### src/rtl/serial_addsub.sv
// -----------------------------------------------------------------------------
// serial_addsub
//   Bit-serial unsigned adder/subtractor. One full-adder / full-subtractor cell
//   and a carry/borrow register process one operand bit per clock, LSB first.
//   The per-bit results collect in an internal shift register. The block
//   publishes the word on RESULT only when the run completes.
//
//   Optional feature macro: SERIAL_ADDSUB_OVF_EN
//     defined     -> ovf_o port exists and reports two's-complement overflow
//     not defined -> no ovf_o port and no overflow logic
//
// Ports
//   clk       in   1      rising-edge clock
//   rst_n     in   1      asynchronous active-low reset
//   start_i   in   1      operation request; operands sampled when accepted
//   mode_i    in   1      0 = A+B, 1 = A-B (sampled with start_i)
//   a_i       in   WIDTH  operand A (sampled with start_i)
//   b_i       in   WIDTH  operand B (sampled with start_i)
//   busy_o    out  1      high while the serial run is in progress
//   done_o    out  1      one-cycle pulse; result_o/cout_o valid
//   result_o  out  WIDTH  sum/difference modulo 2^WIDTH, held until next run
//   cout_o    out  1      carry out (add) / borrow out, i.e. A<B (sub)
//   ovf_o     out  1      signed overflow (only with SERIAL_ADDSUB_OVF_EN)
// -----------------------------------------------------------------------------
module serial_addsub #(
  parameter int WIDTH = 4
) (
  input  logic             clk,
  input  logic             rst_n,
  input  logic             start_i,
  input  logic             mode_i,
  input  logic [WIDTH-1:0] a_i,
  input  logic [WIDTH-1:0] b_i,
  output logic             busy_o,
  output logic             done_o,
  output logic [WIDTH-1:0] result_o,
  output logic             cout_o
`ifdef SERIAL_ADDSUB_OVF_EN
  ,
  output logic             ovf_o
`endif
);

  localparam int CW = $clog2(WIDTH);
  localparam logic [CW-1:0] LAST_BIT = CW'(WIDTH - 1);

  typedef enum logic [1:0] {
    S_IDLE = 2'd0,
    S_RUN  = 2'd1,
    S_FIN  = 2'd2
  } state_e;

  state_e           state_q;
  logic [WIDTH-1:0] a_sh_q;
  logic [WIDTH-1:0] b_sh_q;
  logic             mode_q;
  logic             carry_q;
  logic [CW-1:0]    cnt_q;
  // Holds the low WIDTH-1 result bits of the run in progress. The final bit
  // joins them on the last edge and the whole word moves to result_q.
  logic [WIDTH-2:0] acc_q;
  logic [WIDTH-1:0] result_q;
  logic             cout_q;
  logic             busy_q;
  logic             done_q;
`ifdef SERIAL_ADDSUB_OVF_EN
  logic             ovf_q;
`else
  // Overflow tracking is not built in this configuration.
`endif

  // Single FA/FS cell acting on the current LSBs of the operand shift regs.
  logic             a_bit;
  logic             b_bit;
  logic             bit_d;
  logic             carry_d;
  logic [WIDTH-1:0] word_d;

  // NOTE: each variable gets a default at the top of always_comb, so no path
  // can leave it unassigned and infer a latch.
  always_comb begin
    a_bit   = a_sh_q[0];
    b_bit   = b_sh_q[0];
    bit_d   = a_bit ^ b_bit ^ carry_q;
    carry_d = (a_bit & b_bit) | (carry_q & (a_bit ^ b_bit));
    if (mode_q) begin
      // Borrow: the stage must borrow if b exceeds a, or if they are equal
      // and a borrow is already pending.
      carry_d = (~a_bit & b_bit) | (~(a_bit ^ b_bit) & carry_q);
    end
    word_d = {bit_d, acc_q};
  end

  // NOTE: sequential state uses non-blocking assignments only, so every
  // register samples the pre-edge values of the others.
  always_ff @(posedge clk or negedge rst_n) begin
    if (!rst_n) begin
      state_q  <= S_IDLE;
      a_sh_q   <= '0;
      b_sh_q   <= '0;
      mode_q   <= 1'b0;
      carry_q  <= 1'b0;
      cnt_q    <= '0;
      acc_q    <= '0;
      result_q <= '0;
      cout_q   <= 1'b0;
      busy_q   <= 1'b0;
      done_q   <= 1'b0;
`ifdef SERIAL_ADDSUB_OVF_EN
      ovf_q    <= 1'b0;
`endif
    end else begin
      done_q <= 1'b0;
      case (state_q)
        // FIN behaves like IDLE for acceptance, so back-to-back operations
        // skip the idle cycle.
        S_IDLE, S_FIN: begin
          if (start_i) begin
            a_sh_q  <= a_i;
            b_sh_q  <= b_i;
            mode_q  <= mode_i;
            carry_q <= 1'b0;
            cnt_q   <= '0;
            busy_q  <= 1'b1;
            state_q <= S_RUN;
          end else begin
            state_q <= S_IDLE;
          end
        end

        S_RUN: begin
          a_sh_q  <= a_sh_q >> 1;
          b_sh_q  <= b_sh_q >> 1;
          acc_q   <= word_d[WIDTH-1:1];
          carry_q <= carry_d;
          cnt_q   <= cnt_q + CW'(1);
          if (cnt_q == LAST_BIT) begin
            result_q <= word_d;
            cout_q   <= carry_d;
`ifdef SERIAL_ADDSUB_OVF_EN
            // Overflow is set when the carry into the MSB differs from the
            // carry out of the MSB.
            ovf_q    <= carry_q ^ carry_d;
`endif
            busy_q   <= 1'b0;
            done_q   <= 1'b1;
            state_q  <= S_FIN;
          end
        end

        default: begin
          busy_q  <= 1'b0;
          state_q <= S_IDLE;
        end
      endcase
    end
  end

  assign busy_o   = busy_q;
  assign done_o   = done_q;
  assign result_o = result_q;
  assign cout_o   = cout_q;
`ifdef SERIAL_ADDSUB_OVF_EN
  assign ovf_o    = ovf_q;
`endif

endmodule
### config.mk
export PLATFORM = sky130hd
export DESIGN_NAME = serial_addsub
export DESIGN_NICKNAME = d
export VERILOG_FILES = /design/src/rtl/serial_addsub.sv
export SDC_FILE = /design/constraint.sdc
export NUM_CORES = 1
export LEC_CHECK = 0
export ABC_AREA = 0
export BUFFER_PORTS_ARGS = -buffer_cell sky130_fd_sc_hd__buf_2
export CORE_AREA = 3 3 58 46
export DETAILED_ROUTE_END_ITERATION = 7
export DIE_AREA = 0 0 61 49
export GPL_TIMING_DRIVEN = 0
export PLACE_DENSITY = 0.78
export SYNTH_ARGS = -nofsm -noshare
export SYNTH_HDL_FRONTEND = slang
export SYNTH_SLANG_ARGS = --single-unit
### constraint.sdc
create_clock -name clk -period 1.5 [get_ports clk]
set_input_delay 0.075 -clock clk [delete_from_list [all_inputs] [get_ports clk]]
set_output_delay 0.075 -clock clk [all_outputs]
set_load 0.01 [all_outputs]
==> results.yml, run 1 <==
logic_synthesis:
  synth_area_um2: 1140
  synthMuxAreaShare_pct: 16.8
  synthDistinctLibCells: 22
  synth_top_area_share_pct: 52.7
  yosys.area.top_type: "dfrtp_1"
  synth_top_family_by_area: "multiplexers"
  synth_xor_area_share_pct: 0.769
  synth_fa_ha_area_share_pct: 4.62
  synthArstFlopShare_pct: 100
  synth-edff-count: 0
  synthTopCellsByArea: "dfrtp_1 53%, mux2i_1 7.9%, mux2_1 4.9%, a211oi_1 4.0%, mux2_2 4.0%"
  synth-simple-area-share_pct: 8.35
  syn_nets: 106
  synth_compound_area_share_pct: 12.1
  synth_seq_area_share_pct: 52.7
  syn_avg_cell_area_um2: 12.5
  synth_ff_type: "dfrtp_1"
  synth-seq-cells: 24
  syn_inst: 91
  ys.warnings.count: 0
sta:
  worst_slew_pin_slew_ns: 0.541
  rsz0062_at_grt: "false"
  finalCriticalPeriod_ns: 1.37
  slew-limit-headroom_pct: 64.0
  fmax_ghz: 0.728
  hold_ws_ns: 0.0231
  hold_violations: 0
  setup_viol: 0
  fin_skew_ns: 0.0149
  finalCritPeriodShare_pct: 91.5
  final.setup.tns_ns: 0
  slew_viol_final: 0
critical_path:
  path_delay_family: "adder cells"
  crit_type: "reg -> reg"
  crit_buf_inv: 1
  cp_slowest_cell: "fa_1"
  worstPathRequired_ns: 1.70
  crit_path_max_fanout: 4
  crit_path_max_incr_delay_ns: 0.46
  worstPathCellList: "inv_1, fa_1, mux2_1"
  arrival_ns: 1.58
  startpoint_type: "flip-flop"
  rrSetupSlack_ns: 0.13
  cp-end-kind: "flip-flop"
placed_design:
  placed_cells_incl_taps: 133
  place_hpwl_um: 1520
  gp_congestion: 0.712
  place_area_um2: 1260
  io_buffer_count: 18
clock_tree:
  clock_sinks: 24
  clockBufferDepth: 2
  clockRootBuffer: "clkbuf_4"
  cts_tree: "yes"
  cts-buffers-inserted: 3
  cts_resized: 0
  htreeDepth: 1
  insertion_delay_ns: 0.32
  path_clk_slew_ns: 0.14
cells_and_area:
  area_growth_syn_to_layout_pct: 16.9
  final_area_um2: 1330
  n_antenna_cell: 0
  final_cells: 139
  drive_gt1_share_pct: 27.0
  nets: 131
  final_util_pct: 63.9
die:
  initial_core_util_pct: 54.6
  rows: 14
  die_area_um2: 2990
  pin_count: 19
  core-area_um2: 2080
  die_h_um: 49
  die_w_um: 61
pwr:
  p_per_area_nw_per_um2: 2050
  leakagePower_nw: 0.638
  vdd_drop_max_mv: 1.01
global_route:
  grt_use_total_pct: 16.1
  first_global_vias: 788
  grt_overflow: 0
  grt_max_degree: 25
  antenna_found_initial: 0
  grt_pass1_wl_um: 3570
detailed_routing:
  drtPass1Iterations: 5
  route.detailed.drc: 0
  wire_per_inst_um: 15.5
  vias: 777
  drtIter0Drc: 13
  ant_nets: 0
  routed_wirelength_um: 2160
  via_per_inst: 5.59
flow_run:
  drv_cap: 0
min_path:
  hold_class: "in -> reg"
outcome:
  status: "completed"
[registers in the layout, summed over array words and instances, names as in the netlist]
name,flops
a_sh_q,4
b_sh_q,4
result_o,4
acc_q,3
cnt_q,2
state_q,2
busy_o,1
carry_q,1
cout_o,1
done_o,1
mode_q,1
[tightest hold or removal path, cell delays in order]
cell and delay, ns:
buf_2 0.07, a211oi_1 0.06, a21oi_1 0.10
[power breakdown]
part / total [mW] / internal [mW] / switching [mW]
Sequential: 1.18 / 0.948 / 0.234
Clock: 0.465 / 0.270 / 0.195
Combinational: 1.08 / 0.561 / 0.520
[layout make-up]
class                   instances  area (um2)
plain buffers                   4        33.8
clock buffers                   3        22.5
clock inverters                 1        30.0
fillers                       172         753
inverters                       5        18.8
multi-input cells              58         485
flip-flops and latches         24         601
well taps                      24        30.0
repair buffers                 20         110
[layout by cell type (no fill, tap or decap), types with 2 or more instances in the layout]
master,n
mux2_1,5
dfrtp_1,24
nand2_1,2
buf_4,3
buf_2,18
inv_1,5
nor2b_1,7
o21ai_0,4
dlygate4sd3_1,2
clkbuf_4,3
mux2i_1,9
nor2_1,3
a21oi_1,6
fa_1,2
a211oi_1,6
a22o_1,2
o2bb2ai_1,2
mux2_2,4
[cells in the mapped netlist, drive strengths merged (3+ instances only)]
library cell	instances
a21oi	6
mux2i	9
buf	4
o21ai	4
a211oi	6
nor2	3
inv	5
nor2b	7
mux2	9
dfrtp	24
[logic make-up after synthesis]
| family | after synthesis |
|---|---|
| flip-flops | 24 |
| AND/OR/NAND/NOR | 15 |
| AO/OA/AOI/OAI | 21 |
| XOR/XNOR | 1 |
| adder cells (fa/ha/maj) | 3 |
| multiplexers | 18 |
| buffers and inverters | 9 |
[routing by layer]
metal  GRT usage, %  up-vias  part of all wire [%]
li1               -      371                     -
met1           22.2      389                    47
met2           24.6       15                    49
met3           5.03        2                   3.8
met4           3.97        0                  0.60
met5              0        -                     0
[metrics by stage]
stage | setup WS [ns] | power (mW)
floorplan | 0.203 | 1.95
global placement | 0.152 | 2.20
detailed placement | 0.144 | 2.28
CTS | 0.115 | 2.75
global route | 0.0554 | 2.93
finish | 0.127 | 2.73
[what timing repair did]
item                                   4_1_cts  5_1_grt
setup endpoints to repair                    0        0
buffers inserted                             0        0
hold buffers                                 2        0
endpoints found under the hold margin       25        0
[final timing paths]
path,cells after the start,endpoint,startpoint
worst min register to register,1,result_o[2],result_o[2]
worst max register to register,3,result_o[3],b_sh_q[0]
min in group asynchronous,2,result_o[0],rst_n
worst max-delay path,3,result_o[3],b_sh_q[0]
max in group asynchronous,2,b_sh_q[0],rst_n
worst min-delay path,3,b_sh_q[1],b_i[1]
Power figures use the tool's default switching activity.
==> inputs of run 2 (changes only) <==
--- a/config.mk
+++ b/config.mk
@@ -7,11 +7,11 @@
 export LEC_CHECK = 0
 export ABC_AREA = 0
 export BUFFER_PORTS_ARGS = -buffer_cell sky130_fd_sc_hd__buf_2
-export CORE_AREA = 3 3 58 46
+export CORE_AREA = 3 3 70 56
 export DETAILED_ROUTE_END_ITERATION = 7
-export DIE_AREA = 0 0 61 49
+export DIE_AREA = 0 0 73 59
 export GPL_TIMING_DRIVEN = 0
-export PLACE_DENSITY = 0.78
+export PLACE_DENSITY = 0.57
 export SYNTH_ARGS = -nofsm -noshare
 export SYNTH_HDL_FRONTEND = slang
 export SYNTH_SLANG_ARGS = --single-unit
==> run 2 against run 1 <==
  * Flip-flop and latch count unchanged
  * Combinational power is essentially flat
  * Highest routed layer unchanged
  * Final cell count is 11% higher
  * Wire length fell by 0.74%
  * Clock power is 21% higher
  * Sequential share of layout area shrank 0.95 points
  * Core utilization shrank 22 points
  * Maximum frequency is 0.30% lower
  * Register-to-register slack hardly changed
  * Setup slack lost 0.0041 ns
  * Critical endpoint unchanged
==> results.yml, run 2 (synthesis gave the netlist of run 1 again) <==
outcome:
  status: "completed"
die:
  initial_core_util_pct: 34.9
  die_w_um: 73
  rows: 18
  core-area_um2: 3270
  die_area_um2: 4310
  die_h_um: 59
  pin_count: 19
sta:
  fin_skew_ns: 0.00281
  worst_slew_pin_slew_ns: 0.532
  finalCritPeriodShare_pct: 91.8
  setup_ws_ns: 0.123
  setup_viol: 0
  slew-limit-headroom_pct: 64.5
  finalCriticalPeriod_ns: 1.38
  slew_viol_final: 0
  hold_ws_ns: 0.0386
  rsz0062_at_grt: "false"
  hold_violations: 0
  final.setup.tns_ns: 0
  fmax_ghz: 0.726
detailed_routing:
  routed_wirelength_um: 2150
  drtPass1Iterations: 4
  drtIter0Drc: 27
  route.detailed.drc: 0
  vias: 745
  wire_per_inst_um: 13.9
  ant_nets: 0
  via_per_inst: 4.84
min_path:
  hold_start: "mode_i"
  hold_path_depth: 2
  hold_class: "in -> reg"
  min_to: "mode_q"
critical_path:
  cp-end-kind: "flip-flop"
  rrSetupSlack_ns: 0.12
  crit_type: "reg -> reg"
  rr_endpoint: "result_o[3]"
  startpoint_type: "flip-flop"
  crit_path_max_fanout: 4
  r2r_cells: 3
  worstPathRequired_ns: 1.65
  timing.rr.start: "b_sh_q[0]"
  arrival_ns: 1.53
clock_tree:
  clock_sinks: 24
  clockRootBuffer: "clkbuf_8"
  cts_tree: "yes"
  htreeDepth: 1
  path_clk_slew_ns: 0.09
  insertion_delay_ns: 0.26
  cts-buffers-inserted: 3
  cts_setup_buffers: 0
  clockBufferDepth: 2
cells_and_area:
  final_common_cell: "dfrtp_1"
  final_util_pct: 41.6
  final_cells: 154
  drive_gt1_share_pct: 27.2
  n_antenna_cell: 0
  most-common-layout-cells: "24 x dfrtp_1, 18 x buf_2, 9 x mux2i_1"
  area_growth_syn_to_layout_pct: 19.5
  nets: 130
  final_area_um2: 1360
placed_design:
  place_area_um2: 1280
  pre_cts_ws_ns: 0.121
  placed_cells_incl_taps: 149
  place_hpwl_um: 1550
  io_buffer_count: 18
  gp_congestion: 0.713
global_route:
  grt_overflow: 0
  grt_max_degree: 25
  antenna_found_initial: 0
  grt_use_total_pct: 11.5
  grt_pass1_wl_um: 3800
  first_global_vias: 764
pwr:
  finalPower_mw: 2.82
  leakagePower_nw: 0.641
  vdd_drop_max_mv: 0.585
  p_per_area_nw_per_um2: 2070
flow_run:
  drv_cap: 0
## run 2: changes by cell type in the layout (fill, tap and decap cells not counted), sizes merged
cell         change
dlygate4sd3      -1
## run 2: worst max-delay path, stage by stage, from the launching register on
cell	delay, ns
dfrtp_1	0.41
inv_1	0.08
fa_1	0.48
mux2_1	0.30
## run 2: report_power, final
part           leakage [nW]  switching (mW)  internal [mW]
clock network        0.0357           0.208          0.357
registers             0.292           0.228          0.950
logic                 0.314           0.516          0.560
total                 0.641           0.952           1.87
## run 2: cell type report
type | instances | area (um2)
clock inverter | 1 | 30.0
tap | 40 | 50.0
clock buffer | 3 | 41.3
inverter | 5 | 18.8
multi-input combinational | 58 | 485
buffer | 4 | 33.8
timing repair buffer | 19 | 100
fill | 319 | 1910
sequential | 24 | 601
## run 2: worst max path at each step
| stage | start | end | slack [ns] | cells after the start |
|---|---|---|---|---|
| 2_1_floorplan | a_sh_q[0] | result_o[3] | 0.20 | 2 |
| 3_3_place_gp | b_sh_q[0] | result_o[3] | 0.14 | 3 |
| 3_5_place_dp | b_sh_q[0] | result_o[3] | 0.12 | 3 |
| 4_1_cts | b_sh_q[0] | result_o[3] | 0.11 | 3 |
| 5_1_grt | b_sh_q[0] | result_o[3] | 0.04 | 3 |
| 6_report | b_sh_q[0] | result_o[3] | 0.12 | 3 |
## run 2: per-layer routing
layer	vias to the layer above	share of wire [%]	GRT usage (%)
li1	366	-	-
met1	368	49	16.4
met2	9	47	17.1
met3	2	2.4	2.37
met4	0	1.1	4.74
met5	-	0	0
## run 2: timing repair
| item | in CTS | in global routing |
|---|---|---|
| hold endpoints to repair | 24 | 0 |
| resized for setup | 0 | 0 |
| setup endpoints to repair | 0 | 0 |
| hold buffers | 1 | 0 |
